File: src/rtl/dlx_ex_stage.sv
// DLX execute stage: 32-bit ALU with combinational result/flags for ID-stage forwarding,
// followed by the EX/MEM interstage register clocked on the falling edge of clk.
module dlx_ex_stage #(
    parameter int WIDTH    = 32,
    parameter int REG_BITS = 5
) (
    input  logic                clk,
    input  logic                rst_n,
    input  logic [WIDTH-1:0]    A,
    input  logic [WIDTH-1:0]    B,
    input  logic [4:0]          Op_ex,
    input  logic                MemtoReg_ex,
    input  logic                RegWrite_ex,
    input  logic                MemWrite_ex,
    input  logic [REG_BITS-1:0] towrite,
    input  logic [WIDTH-1:0]    mem_data,
    output logic [WIDTH-1:0]    Result_ex,
    output logic                Carryout,
    output logic                Overflow,
    output logic                Zero,
    output logic                Set,
    output logic [WIDTH-1:0]    Result_mem,
    output logic                MemtoReg_mem,
    output logic                RegWrite_mem,
    output logic                MemWrite_mem,
    output logic [REG_BITS-1:0] towrite_ex,
    output logic [WIDTH-1:0]    mem_data_ex
);

    localparam logic [4:0] OP_ADD   = 5'b00000;
    localparam logic [4:0] OP_ADDU  = 5'b00001;
    localparam logic [4:0] OP_SUB   = 5'b00010;
    localparam logic [4:0] OP_SUBU  = 5'b00011;
    localparam logic [4:0] OP_AND   = 5'b00100;
    localparam logic [4:0] OP_OR    = 5'b00101;
    localparam logic [4:0] OP_XOR   = 5'b00110;
    localparam logic [4:0] OP_SLL   = 5'b00111;
    localparam logic [4:0] OP_SRL   = 5'b01000;
    localparam logic [4:0] OP_SRA   = 5'b01001;
    localparam logic [4:0] OP_SEQ   = 5'b01010;
    localparam logic [4:0] OP_SNE   = 5'b01011;
    localparam logic [4:0] OP_SLT   = 5'b01100;
    localparam logic [4:0] OP_SGT   = 5'b01101;
    localparam logic [4:0] OP_SLE   = 5'b01110;
    localparam logic [4:0] OP_SGE   = 5'b01111;
    localparam logic [4:0] OP_LHI   = 5'b10000;
    localparam logic [4:0] OP_SLTU  = 5'b10001;
    localparam logic [4:0] OP_SGTU  = 5'b10010;
    localparam logic [4:0] OP_PASSB = 5'b10011;

    logic [WIDTH:0]     sum_s;
    logic [WIDTH:0]     diff_s;
    logic               add_ovf_s;
    logic               sub_ovf_s;
    logic               eq_s;
    logic               lt_s;
    logic               ltu_s;
    logic [4:0]         shamt_s;
    logic [WIDTH-1:0]   result_s;
    logic               carry_s;
    logic               ovf_s;
    logic               set_s;

    logic [WIDTH-1:0]    result_r;
    logic                memtoreg_r;
    logic                regwrite_r;
    logic                memwrite_r;
    logic [REG_BITS-1:0] towrite_r;
    logic [WIDTH-1:0]    mem_data_r;

    // Shared adder/subtractor and comparison terms; diff carry of 1 means no borrow.
    always_comb begin
        sum_s     = {1'b0, A} + {1'b0, B};
        diff_s    = {1'b0, A} + {1'b0, ~B} + {{WIDTH{1'b0}}, 1'b1};
        add_ovf_s = (A[WIDTH-1] == B[WIDTH-1]) && (sum_s[WIDTH-1] != A[WIDTH-1]);
        sub_ovf_s = (A[WIDTH-1] != B[WIDTH-1]) && (diff_s[WIDTH-1] != A[WIDTH-1]);
        eq_s      = (A == B);
        lt_s      = ($signed(A) < $signed(B));
        ltu_s     = (A < B);
        shamt_s   = B[4:0];
    end

    // ALU operation decode; unknown codes fall through to an all-zero result and flags.
    always_comb begin
        result_s = {WIDTH{1'b0}};
        carry_s  = 1'b0;
        ovf_s    = 1'b0;
        set_s    = 1'b0;
        case (Op_ex)
            OP_ADD: begin
                result_s = sum_s[WIDTH-1:0];
                carry_s  = sum_s[WIDTH];
                ovf_s    = add_ovf_s;
            end
            OP_ADDU: begin
                result_s = sum_s[WIDTH-1:0];
                carry_s  = sum_s[WIDTH];
            end
            OP_SUB: begin
                result_s = diff_s[WIDTH-1:0];
                carry_s  = diff_s[WIDTH];
                ovf_s    = sub_ovf_s;
            end
            OP_SUBU: begin
                result_s = diff_s[WIDTH-1:0];
                carry_s  = diff_s[WIDTH];
            end
            OP_AND:   result_s = A & B;
            OP_OR:    result_s = A | B;
            OP_XOR:   result_s = A ^ B;
            OP_SLL:   result_s = A << shamt_s;
            OP_SRL:   result_s = A >> shamt_s;
            OP_SRA:   result_s = $unsigned($signed(A) >>> shamt_s);
            OP_SEQ:   set_s = eq_s;
            OP_SNE:   set_s = !eq_s;
            OP_SLT:   set_s = lt_s;
            OP_SGT:   set_s = !lt_s && !eq_s;
            OP_SLE:   set_s = lt_s || eq_s;
            OP_SGE:   set_s = !lt_s;
            OP_LHI:   result_s = {B[15:0], 16'h0000};
            OP_SLTU:  set_s = ltu_s;
            OP_SGTU:  set_s = !ltu_s && !eq_s;
            OP_PASSB: result_s = B;
            default: begin
                result_s = {WIDTH{1'b0}};
                set_s    = 1'b0;
            end
        endcase
        if (set_s) begin
            result_s = {{(WIDTH-1){1'b0}}, 1'b1};
        end else begin
            result_s = result_s;
        end
    end

    assign Result_ex = result_s;
    assign Carryout  = carry_s;
    assign Overflow  = ovf_s;
    assign Set       = set_s;
    assign Zero      = (result_s == {WIDTH{1'b0}});

    // EX/MEM register on the falling edge; reset injects a bubble, r0 writes are suppressed.
    always_ff @(negedge clk) begin
        if (!rst_n) begin
            result_r   <= {WIDTH{1'b0}};
            memtoreg_r <= 1'b0;
            regwrite_r <= 1'b0;
            memwrite_r <= 1'b0;
            towrite_r  <= {REG_BITS{1'b0}};
            mem_data_r <= {WIDTH{1'b0}};
        end else begin
            result_r   <= result_s;
            memtoreg_r <= MemtoReg_ex;
            regwrite_r <= RegWrite_ex && (towrite != {REG_BITS{1'b0}});
            memwrite_r <= MemWrite_ex;
            towrite_r  <= towrite;
            mem_data_r <= mem_data;
        end
    end

    assign Result_mem   = result_r;
    assign MemtoReg_mem = memtoreg_r;
    assign RegWrite_mem = regwrite_r;
    assign MemWrite_mem = memwrite_r;
    assign towrite_ex   = towrite_r;
    assign mem_data_ex  = mem_data_r;

endmodule

File: config.mk
export PLATFORM = sky130hd
export DESIGN_NAME = dlx_ex_stage
export DESIGN_NICKNAME = d
export VERILOG_FILES = /design/src/rtl/dlx_ex_stage.sv
export SDC_FILE = /design/constraint.sdc
export NUM_CORES = 1
export LEC_CHECK = 0
export CAP_MARGIN = 20
export CORE_ASPECT_RATIO = 1.25
export CORE_MARGIN = 2
export CORE_UTILIZATION = 50
export CTS_CLUSTER_DIAMETER = 100
export CTS_CLUSTER_SIZE = 24
export DETAILED_ROUTE_END_ITERATION = 6
export PLACE_DENSITY = 0.79
export REMOVE_ABC_BUFFERS = 1
export SYNTH_ARGS = -nofsm -noshare
export SYNTH_HDL_FRONTEND = slang
export SYNTH_SLANG_ARGS = --single-unit
export TNS_END_PERCENT = 10
File: constraint.sdc
create_clock -name clk -period 5.45 [get_ports clk]
set_clock_uncertainty 0.05 [all_clocks]
set_input_delay 0.8175 -clock clk [delete_from_list [all_inputs] [get_ports clk]]
set_output_delay 0.8175 -clock clk [all_outputs]
set_load 0.02 [all_outputs]
==> results of run 1 <==
routing by layer:
metal	overflow	GRT usage, %
met3	0	45.7
met4	4	72.9
met5	0	8.70
met2	1	92.3
met1	0	68.0
what timing repair did:
action,CTS
setup buffers,55
hold endpoints to repair,0
resized for setup,323
endpoints found under the setup margin,51
pin swaps,60
stage by stage:
step | TNS (ns) | cell area (um^2) | std cells
after floorplan | -34.17 | 12100 | 1559
after global placement | -46.60 | 19600 | 2764
after detailed placement | -48.65 | 19600 | 2764
after CTS | -18.22 | 21400 | 2906
logic make-up after synthesis:
logic type	synth area share, %
buf+inv	8.38
flops	11.3
compound gates	29.4
simple gates	24.0
fa+ha+maj	9.81
xor+xnor	1.37
mux	15.7
==> flow_summary.rst, run 1 <==
.. list-table::
   :header-rows: 1

   * - Metric
     - Value
   * - Outcome
     - did not finish
   * - Count of flip-flops with a built-in enable after synthesis
     - 0
   * - Mean post-synth cell area
     - 7.48 um^2
   * - Share of synthesized area occupied by flip-flops and latches
     - 11.3%
   * - H-tree lvl count
     - 3
   * - Clock Tree Buf Depth
     - 2
   * - Worst EP post-GRT repair
     - Result_mem[0]$_SDFF_NN0_/D
   * - Port-buffer cells
     - 218
   * - Warnings, synthesis
     - 0
   * - Cts bufs inserted
     - 9
   * - Initial core utilization
     - 50.7%
   * - Worst Setup Slack post-DPL
     - -1.90 ns
   * - Root Buffer
     - clkbuf_16
   * - Post-Synthesis Cell Area
     - 12,800 um^2
   * - Die Ht
     - 183 um
   * - Tool error
     - [ERROR GRT-0232] Routing congestion too high. Check the congestion heatmap in the GUI.
   * - Top-level port count
     - 219
   * - Number of rows in the core area
     - 65
   * - Post-synthesis cell count
     - 1,707
   * - Share of the synthesized area in the top cell type
     - 11.3%
   * - Detailed placement HPWL
     - 57.7 mm
   * - Post-synthesis cell type count
     - 98
   * - Overflow after GRT
     - 5
   * - Horizontal die dimension
     - 147 um
   * - Clock tree sinks
     - 72
   * - Post-synth top flop
     - dfxtp_1
   * - Final estimated routing congestion in global placement
     - 1.22
   * - Flop and latch count out of synthesis
     - 72
   * - Maximum number of pins on one net before global-route repair
     - 64
   * - Kind of the worst endpoint
     - register data pin
   * - Stop stage
     - 5_1_grt
   * - Global routing usage summed across all routing layers
     - 69.1%
   * - Cell type with the highest aggregate area in the netlist
     - dfxtp_1
   * - Most numerous cell types in the synthesized netlist
     - 131 x nand2_1, 118 x nor2_1, 108 x a21oi_1, 97 x ha_1, 97 x inv_1
   * - Cell with the most instances after synthesis
     - nand2_1
   * - Ranking of synthesized cells by area
     - dfxtp_1 11%, ha_1 9.5%, mux4_2 7.4%, mux2i_1 4.8%, a21oi_1 4.2%
   * - Cts hold-fix bufs
     - 0
   * - Async S/R FF share, synth
     - 0%
==> run 2, diff against run 1 <==
--- a/config.mk
+++ b/config.mk
@@ -6,13 +6,10 @@
 export NUM_CORES = 1
 export LEC_CHECK = 0
 export CAP_MARGIN = 20
-export CORE_ASPECT_RATIO = 1.25
 export CORE_MARGIN = 2
-export CORE_UTILIZATION = 50
-export CTS_CLUSTER_DIAMETER = 100
-export CTS_CLUSTER_SIZE = 24
+export CORE_UTILIZATION = 40
 export DETAILED_ROUTE_END_ITERATION = 6
-export PLACE_DENSITY = 0.79
+export PLACE_DENSITY_LB_ADDON = 0.15
 export REMOVE_ABC_BUFFERS = 1
 export SYNTH_ARGS = -nofsm -noshare
 export SYNTH_HDL_FRONTEND = slang
==> constraint.sdc (replaced) <==
create_clock -name clk -period 7.1 [get_ports clk]
set_clock_uncertainty 0.05 [all_clocks]
set_input_delay 1.065 -clock clk [delete_from_list [all_inputs] [get_ports clk]]
set_output_delay 1.065 -clock clk [all_outputs]
set_load 0.02 [all_outputs]
==> run 2 against run 1 <==
The flow now finishes, with violations (setup timing); synthesized cell count is the same; synthesized area did not move.
==> flow_summary.rst, run 2 <==
.. list-table::
   :header-rows: 1

   * - Metric
     - Value
   * - CP startpoint
     - A[13]
   * - Area of the core
     - 31,500 um^2
   * - Global routing usage summed across all routing layers
     - 43.6%
   * - Adder and majority gate portion of the synthesized area
     - 9.81% (unchanged)
   * - Final Net Count
     - 2,750
   * - Post-layout utilization of the core
     - 68.8%
   * - Async S/R FF share, synth
     - 0% (unchanged)
   * - Count of flip-flops with a built-in enable after synthesis
     - 0 (unchanged)
   * - Most numerous cell types in the synthesized netlist
     - 131 x nand2_1, 118 x nor2_1, 108 x a21oi_1, 97 x ha_1, 97 x inv_1
   * - Actual transition at the worst max-transition pin
     - 0.989 ns
   * - Required time at the worst-slack endpoint
     - 3.80 ns
   * - Hold slack
     - 3.08 ns
   * - Mean post-synth cell area
     - 7.48 um^2 (unchanged)
   * - Detailed placement HPWL
     - 60.1 mm (+4.1%)
   * - Initial core utilization
     - 40.6% (-10 points)
   * - Flop and latch count out of synthesis
     - 72 (unchanged)
   * - Top library cells by usage in the layout, fill and taps aside
     - 648 x buf_4, 159 x clkdlybuf4s50_1, 137 x inv_1
   * - Clock edge transition at the registers on the reported setup and hold paths
     - around 0.04 ns
   * - Origin of the worst min-delay path
     - B[7]
   * - Startpoint kind of the worst setup timing path
     - primary input
   * - Pins Over Slew Limit
     - 0
   * - Ranking of synthesized cells by area
     - dfxtp_1 11%, ha_1 9.5%, mux4_2 7.4%, mux2i_1 4.8%, a21oi_1 4.2%
   * - TritonCTS clock tree
     - done
   * - CP delay by family, top
     - simple AND/OR/NAND/NOR gates
   * - First-pass detailed-route iteration total
     - 7
   * - Count of cell instances traversed by the critical path
     - 16
   * - Area overhead of the layout relative to synthesis
     - 69.5%
   * - Post-synth top flop
     - dfxtp_1
   * - Fraction of the mapped netlist area in compound gates
     - 29.4% (unchanged)
   * - Cell with the most instances after synthesis
     - nand2_1
   * - Max-Slew Margin vs Limit
     - 34.1%
   * - Number of rows in the core area
     - 65 (unchanged)
   * - Worst min-delay path category
     - in -> out
   * - Setup Crit Path Kind
     - in -> reg
   * - Static leakage
     - 0.00990 uW
   * - Post-Synthesis Cell Area
     - 12,800 um^2 (unchanged)
   * - Top-level port count
     - 219 (unchanged)
   * - Critical path buffers and inverters
     - 4
   * - Die Ht
     - 183 um (about the same)
   * - Number of global-route vias before repair
     - 17,711
   * - Per-cell routed wire length
     - 25.6 um
   * - Aggregate routed wire length
     - 75.4 mm
   * - Critical Path Slowest Stage Cell
     - or3_1
   * - Crit end category
     - flop
   * - Number of stages on the worst hold path
     - 8
   * - Arrival time at the worst endpoint
     - 4.05 ns
   * - Simple-Gate Fraction of Synth Area
     - 24.0% (unchanged)
   * - Post-layout worst setup margin
     - -0.246 ns
   * - Total Die Area
     - between 30,000 and 40,000 um^2
   * - Initial antenna violation count
     - 3
   * - Global-route wire length before repair
     - 109 mm
   * - Maximum number of pins on one net before global-route repair
     - 73
   * - Final ANT Viol Nets
     - 0
   * - Overflow after GRT
     - 0
   * - Violated checks
     - setup timing
   * - Share of layout cells above drive strength 1
     - approximately two fifths
   * - Total number of vias
     - 18,325
   * - DRC violations left
     - 0
   * - Power Density
     - 126 nW/um^2
   * - Root Buffer
     - clkbuf_16
   * - Share of the synthesized area in the top cell type
     - 11.3% (unchanged)
   * - Clock Tree Buf Depth
     - 2 (unchanged)
   * - Cts bufs inserted
     - 9 (unchanged)
   * - Largest family of logic cells by synthesized area
     - compound AO/OA/AOI/OAI gates
   * - Post-synthesis cell count
     - 1,707 (unchanged)
   * - # fillers
     - 2,676
   * - End point of the most critical hold path
     - Zero
   * - CP Cell Sequence
     - buf_2 > inv_1 > ha_4 > buf_4 > or2_2 > or3_1 > nand2_1 > o32ai_1 > o31ai_1 > buf_4 > a21oi_4 > o31ai_4 > mux2i_1 > xor2_1 > a21o_1 > and2_1
   * - Via density per instance
     - ~6.2
   * - H-tree lvl count
     - 3 (unchanged)
   * - Most common cell after layout, fill and taps aside
     - buf_4
   * - Post-synthesis cell type count
     - 98 (unchanged)
   * - Cell type with the highest aggregate area in the netlist
     - dfxtp_1
   * - Fin. Hold Viols
     - 0
   * - Warnings, synthesis
     - 0 (unchanged)
   * - GR met3 Demand/Resource
     - a little under 9%
   * - DRC marker count from the first detailed-route iteration
     - 2,243
   * - Horizontal die dimension
     - 183 um (+24%)
   * - Max VDD drop
     - around 120 uV
   * - Outcome
     - finished with violations
   * - Met1 capacity usage during global routing
     - 54.8%
   * - Port-buffer cells
     - 218 (unchanged)
   * - Number of violations of the max-capacitance limit
     - 0
   * - Cell area after layout
     - about 22,000 um^2
   * - Cell mode on critical path
     - buf_4
   * - Met2 GRT Util
     - 67.9%
   * - Maximum net fanout on the critical path
     - 5
   * - Highest-utilization routing layer at the global route stage
     - met2
   * - Total placed instance area
     - 19,700 um^2 (+0.35%)
   * - Share of synthesized area occupied by flip-flops and latches
     - 11.3% (unchanged)
   * - Largest stage delay on the critical path
     - approximately 0.37 ns
   * - Setup repair after global routing missed its margin
     - true
   * - XOR/XNOR Fraction of Synth Area
     - 1.37% (unchanged)
   * - Mux cell area share after synthesis
     - 15.7% (unchanged)
   * - Final estimated routing congestion in global placement
     - 1.09 (-10%)
   * - Setup-failing EPs final
     - 15
   * - Clock tree sinks
     - 72 (unchanged)
[run 2: repair_timing]
item,CTS,global route
endpoints found under the setup margin,29,30
gates resized for setup,313,84
buffers inserted,27,8
pin swaps,44,25
hold buffers,0,0
gates cloned,0,0
hold endpoints to repair,0,0
[run 2: cells by family (layout without fill, tap and decap cells)]
family                   after synthesis  after routing
XOR/XNOR                              20             20
AND/OR/NAND/NOR                      594            594
AO/OA/AOI/OAI                        529            529
flip-flops                            72             72
adder cells (fa/ha/maj)               99             99
other                                  0              1
buffers and inverters                251           1088
multiplexers                         142            142
[run 2: how the worst max path moves through the flow]
stage	to	slack [ns]
floorplan	Result_mem[30]	-1.15
global placement	Result_mem[31]	-1.34
detailed placement	Result_mem[31]	-1.37
CTS	Result_mem[0]	-0.23
global route	Result_mem[31]	-0.29
finish	Result_mem[31]	-0.25
[run 2: metal layers]
metal	wire, um	part of all wire, %
met1	29000	38
met2	32500	43
met3	8240	11
met4	5750	7.6
met5	0	0
[run 2: metrics by stage]
step	instances	total power, uW	setup TNS, ns	setup slack [ns]
finish	2947	2720	-1.36	-0.246
global route	2946	2860	-2.38	-0.295
CTS	2939	2650	-1.07	-0.228
detailed placement	2827	1990	-25.14	-1.37
global placement	2827	1980	-25.34	-1.34
floorplan	1559	1120	-15.95	-1.15
[run 2: layout make-up]
cell class	instances	area, um^2	area share (%)
Antenna cell	1	2.50	0.0116
Clock buffer	9	225	1.04
Clock inverter	78	327	1.51
Inverter	102	399	1.84
Multi-Input combinational cell	1384	11300	52.4
Sequential cell	72	1440	6.66
Tap cell	402	503	2.32
Timing Repair Buffer	899	7410	34.2
[run 2: power by group]
group | leakage, uW | switching [uW] | total, uW | internal (uW)
Clock | 0.000534 | 284 | 606 | 322
Sequential | 0.000597 | 6.09 | 440 | 434
Combinational | 0.00877 | 879 | 1680 | 796
Total | 0.00990 | 1170 | 2720 | 1550
No activity file was read; power rests on OpenSTA's default activity.
==> run 3, diff against run 2 <==
--- a/config.mk
+++ b/config.mk
@@ -6,6 +6,7 @@
 export NUM_CORES = 1
 export LEC_CHECK = 0
 export CAP_MARGIN = 20
+export CORE_ASPECT_RATIO = 1.1
 export CORE_MARGIN = 2
 export CORE_UTILIZATION = 40
 export DETAILED_ROUTE_END_ITERATION = 6
==> run 3 against run 2 <==
The flow still finishes with violations (setup timing); worst setup slack better by 0.017 ns; first-iteration DRC count is 7.6% lower; non-clock buffer count is 41 higher; cell count is 2.0% higher; via count is 2.4% higher; sequential share of layout area is 0.16 points lower; critical path depth is 1 lower; sequential power hardly changed; utilization is 1.8 points higher; sequential cell count stayed put; hold slack better by 0.11 ns; total power is 2.1% higher; largest cell class unchanged; largest power group unchanged.
==> flow_summary.rst, run 3 (same netlist as run 2, synthesis figures left out) <==
.. list-table::
   :header-rows: 1

   * - Metric
     - Value
   * - Clock Tree Buf Depth
     - 2 (unchanged)
   * - Initial antenna violation count
     - 1 (-2)
   * - Aggregate routed wire length
     - 77.2 mm (+2.3%)
   * - Global-route wire length before repair
     - 110 mm (+1.1%)
   * - Area overhead of the layout relative to synthesis
     - 73.5%
   * - Area of the core
     - 31,400 um^2 (-0.25%)
   * - Max VDD drop
     - 100 uV (-14%)
   * - First-pass detailed-route iteration total
     - 6 (-1)
   * - Outcome
     - finished with violations
   * - Port-buffer cells
     - 218 (unchanged)
   * - Setup repair after global routing missed its margin
     - true
   * - Final ANT Viol Nets
     - 0 (unchanged)
   * - Static leakage
     - 0.0101 uW (+2.0%)
   * - Final Net Count
     - 2,791 (+1.5%)
   * - Root Buffer
     - clkbuf_16
   * - Post-layout utilization of the core
     - 70.6% (+1.8 points)
   * - Pins Over Slew Limit
     - 0 (unchanged)
   * - Most common cell after layout, fill and taps aside
     - buf_4
   * - Top library cells by usage in the layout, fill and taps aside
     - 691 x buf_4, 162 x clkdlybuf4s50_1, 129 x nand2_1
   * - Actual transition at the worst max-transition pin
     - 0.801 ns (-0.188 ns)
   * - CP Cell Sequence
     - buf_8 > buf_6 > ha_4 > nor2b_4 > a2111oi_4 > nand2_2 > a31oi_4 > o21ai_1 > buf_4 > a2111oi_4 > buf_4 > xnor2_2 > mux2i_1 > a211o_1 > and2_1
   * - Detailed placement HPWL
     - 60.9 mm (+1.4%)
   * - Critical Path Slowest Stage Cell
     - a2111oi_4
   * - H-tree lvl count
     - 3 (unchanged)
   * - Die Ht
     - 191 um (+4.8%)
   * - Crit end category
     - flop
   * - Required time at the worst-slack endpoint
     - 3.81 ns (about the same)
   * - Horizontal die dimension
     - 174 um (-4.6%)
   * - Power Density
     - 125 nW/um^2 (-0.28%)
   * - Share of layout cells above drive strength 1
     - 42.3% (+2.4 points)
   * - Maximum net fanout on the critical path
     - 4 (-1)
   * - Arrival time at the worst endpoint
     - 4.04 ns (about the same)
   * - Setup-failing EPs final
     - 13 (-2)
   * - DRC violations left
     - 0 (unchanged)
   * - Max-Slew Margin vs Limit
     - 45.9% (+12 points)
   * - Clock tree sinks
     - 72 (unchanged)
   * - TritonCTS clock tree
     - done
   * - Number of global-route vias before repair
     - 18,057 (+2.0%)
   * - Cts bufs inserted
     - 9 (unchanged)
   * - Post-layout worst setup margin
     - -0.229 ns (+0.0171 ns)
   * - Number of rows in the core area
     - 68 (+4.6%)
   * - Clock edge transition at the registers on the reported setup and hold paths
     - 0.03 ns (about the same)
   * - Number of violations of the max-capacitance limit
     - 0 (unchanged)
   * - Per-cell routed wire length
     - 25.7 um (+0.32%)
   * - Startpoint kind of the worst setup timing path
     - primary input
   * - Total Die Area
     - 33,400 um^2 (about the same)
   * - Global routing usage summed across all routing layers
     - 44.2% (+0.55 points)
   * - Setup Crit Path Kind
     - in -> reg
   * - Fin. Hold Viols
     - 0 (unchanged)
   * - DRC marker count from the first detailed-route iteration
     - 2,073 (-7.6%)
   * - Via density per instance
     - 6.24 (+0.39%)
   * - Total inserted antenna cells
     - 0 (-1)
   * - Largest stage delay on the critical path
     - 0.45 ns (+0.08 ns)
   * - Overflow after GRT
     - 0 (unchanged)
   * - Violated checks
     - setup timing
   * - Final estimated routing congestion in global placement
     - 1.11 (+1.7%)
   * - Initial core utilization
     - 40.7% (+0.10 points)
   * - Total number of vias
     - 18,765 (+2.4%)
   * - Total power
     - 2780 uW (+2.1%)
   * - Top-level port count
     - 219 (unchanged)
   * - Maximum number of pins on one net before global-route repair
     - 48 (-34%)
   * - Worst min-delay path category
     - in -> out
run 3: cell count changes in the layout (fill, tap and decap cells not counted), moves of 6 or more:
| cell | before | now |
|---|---|---|
| buf_4 | 648 | 691 |
| clkbuf_2 | 2 | 9 |
| clkdlybuf4s15_2 | 12 | 6 |
| ha_1 | 56 | 50 |
| inv_1 | 137 | 127 |
| inv_2 | 34 | 40 |
| o21ai_0 | 78 | 70 |
| o21ai_1 | 11 | 17 |
run 3: metrics by stage:
stage / hold WS, ns / cells / setup slack (ns) / TNS [ns] / cell area, um^2
3_5_place_dp: 3.32 / 2855 / -1.19 / -24.33 / 19800
2_1_floorplan: 2.17 / 1559 / -1.15 / -15.95 / 12100
5_1_grt: 3.19 / 3006 / -0.278 / -2.02 / 22200
3_3_place_gp: 3.32 / 2855 / -1.21 / -23.40 / 19800
4_1_cts: 3.32 / 2986 / -0.242 / -1.04 / 21500
6_report: 3.19 / 3006 / -0.229 / -1.22 / 22200
run 3: routing by layer:
layer | up-vias | wire [um] | global-route usage [%]
met5 | - | 0 | 0
met4 | 0 | 6540 | 32.5
met3 | 333 | 8290 | 8.49
met2 | 1426 | 33600 | 70.2
met1 | 8848 | 28700 | 53.3
li1 | 8158 | - | -
run 3: timing repair:
action / in CTS / in global routing
gates resized for setup: 307 / 160
pin swaps: 50 / 69
hold buffers: 0 / 0
buffers inserted: 45 / 23
endpoints found under the setup margin: 29 / 26
run 3: final timing paths:
path / start / to / cells past startpoint
worst max-delay path: A[18] / Result_mem[0] / 15
worst min-delay path: B[15] / Zero / 8
run 3: cell type report:
type                    instances  area, um^2
repair buffers                940        7690
inverters                     102         409
multi-input cells            1384       11600
clock buffers                   9         225
clock inverters                79         323
fillers                      2601        9230
well taps                     420         526
flip-flops and latches         72        1440
run 3: power breakdown:
part           leakage [uW]  internal, uW  switching (uW)  total [uW]
Clock              0.000521           294             309         603
Combinational       0.00898           830             905        1740
Sequential         0.000597           434            6.72         441
run 3: worst max-delay path: cells and delay by family:
family	cells	cell delay [ns]
muxes	1	0.11
adders and majority gates	1	0.15
buffers and inverters	4	0.59
and+or+nand+nor	3	0.41
xor gates and xnor gates	1	0.11
AOI/OAI and AO/OA	5	1.59
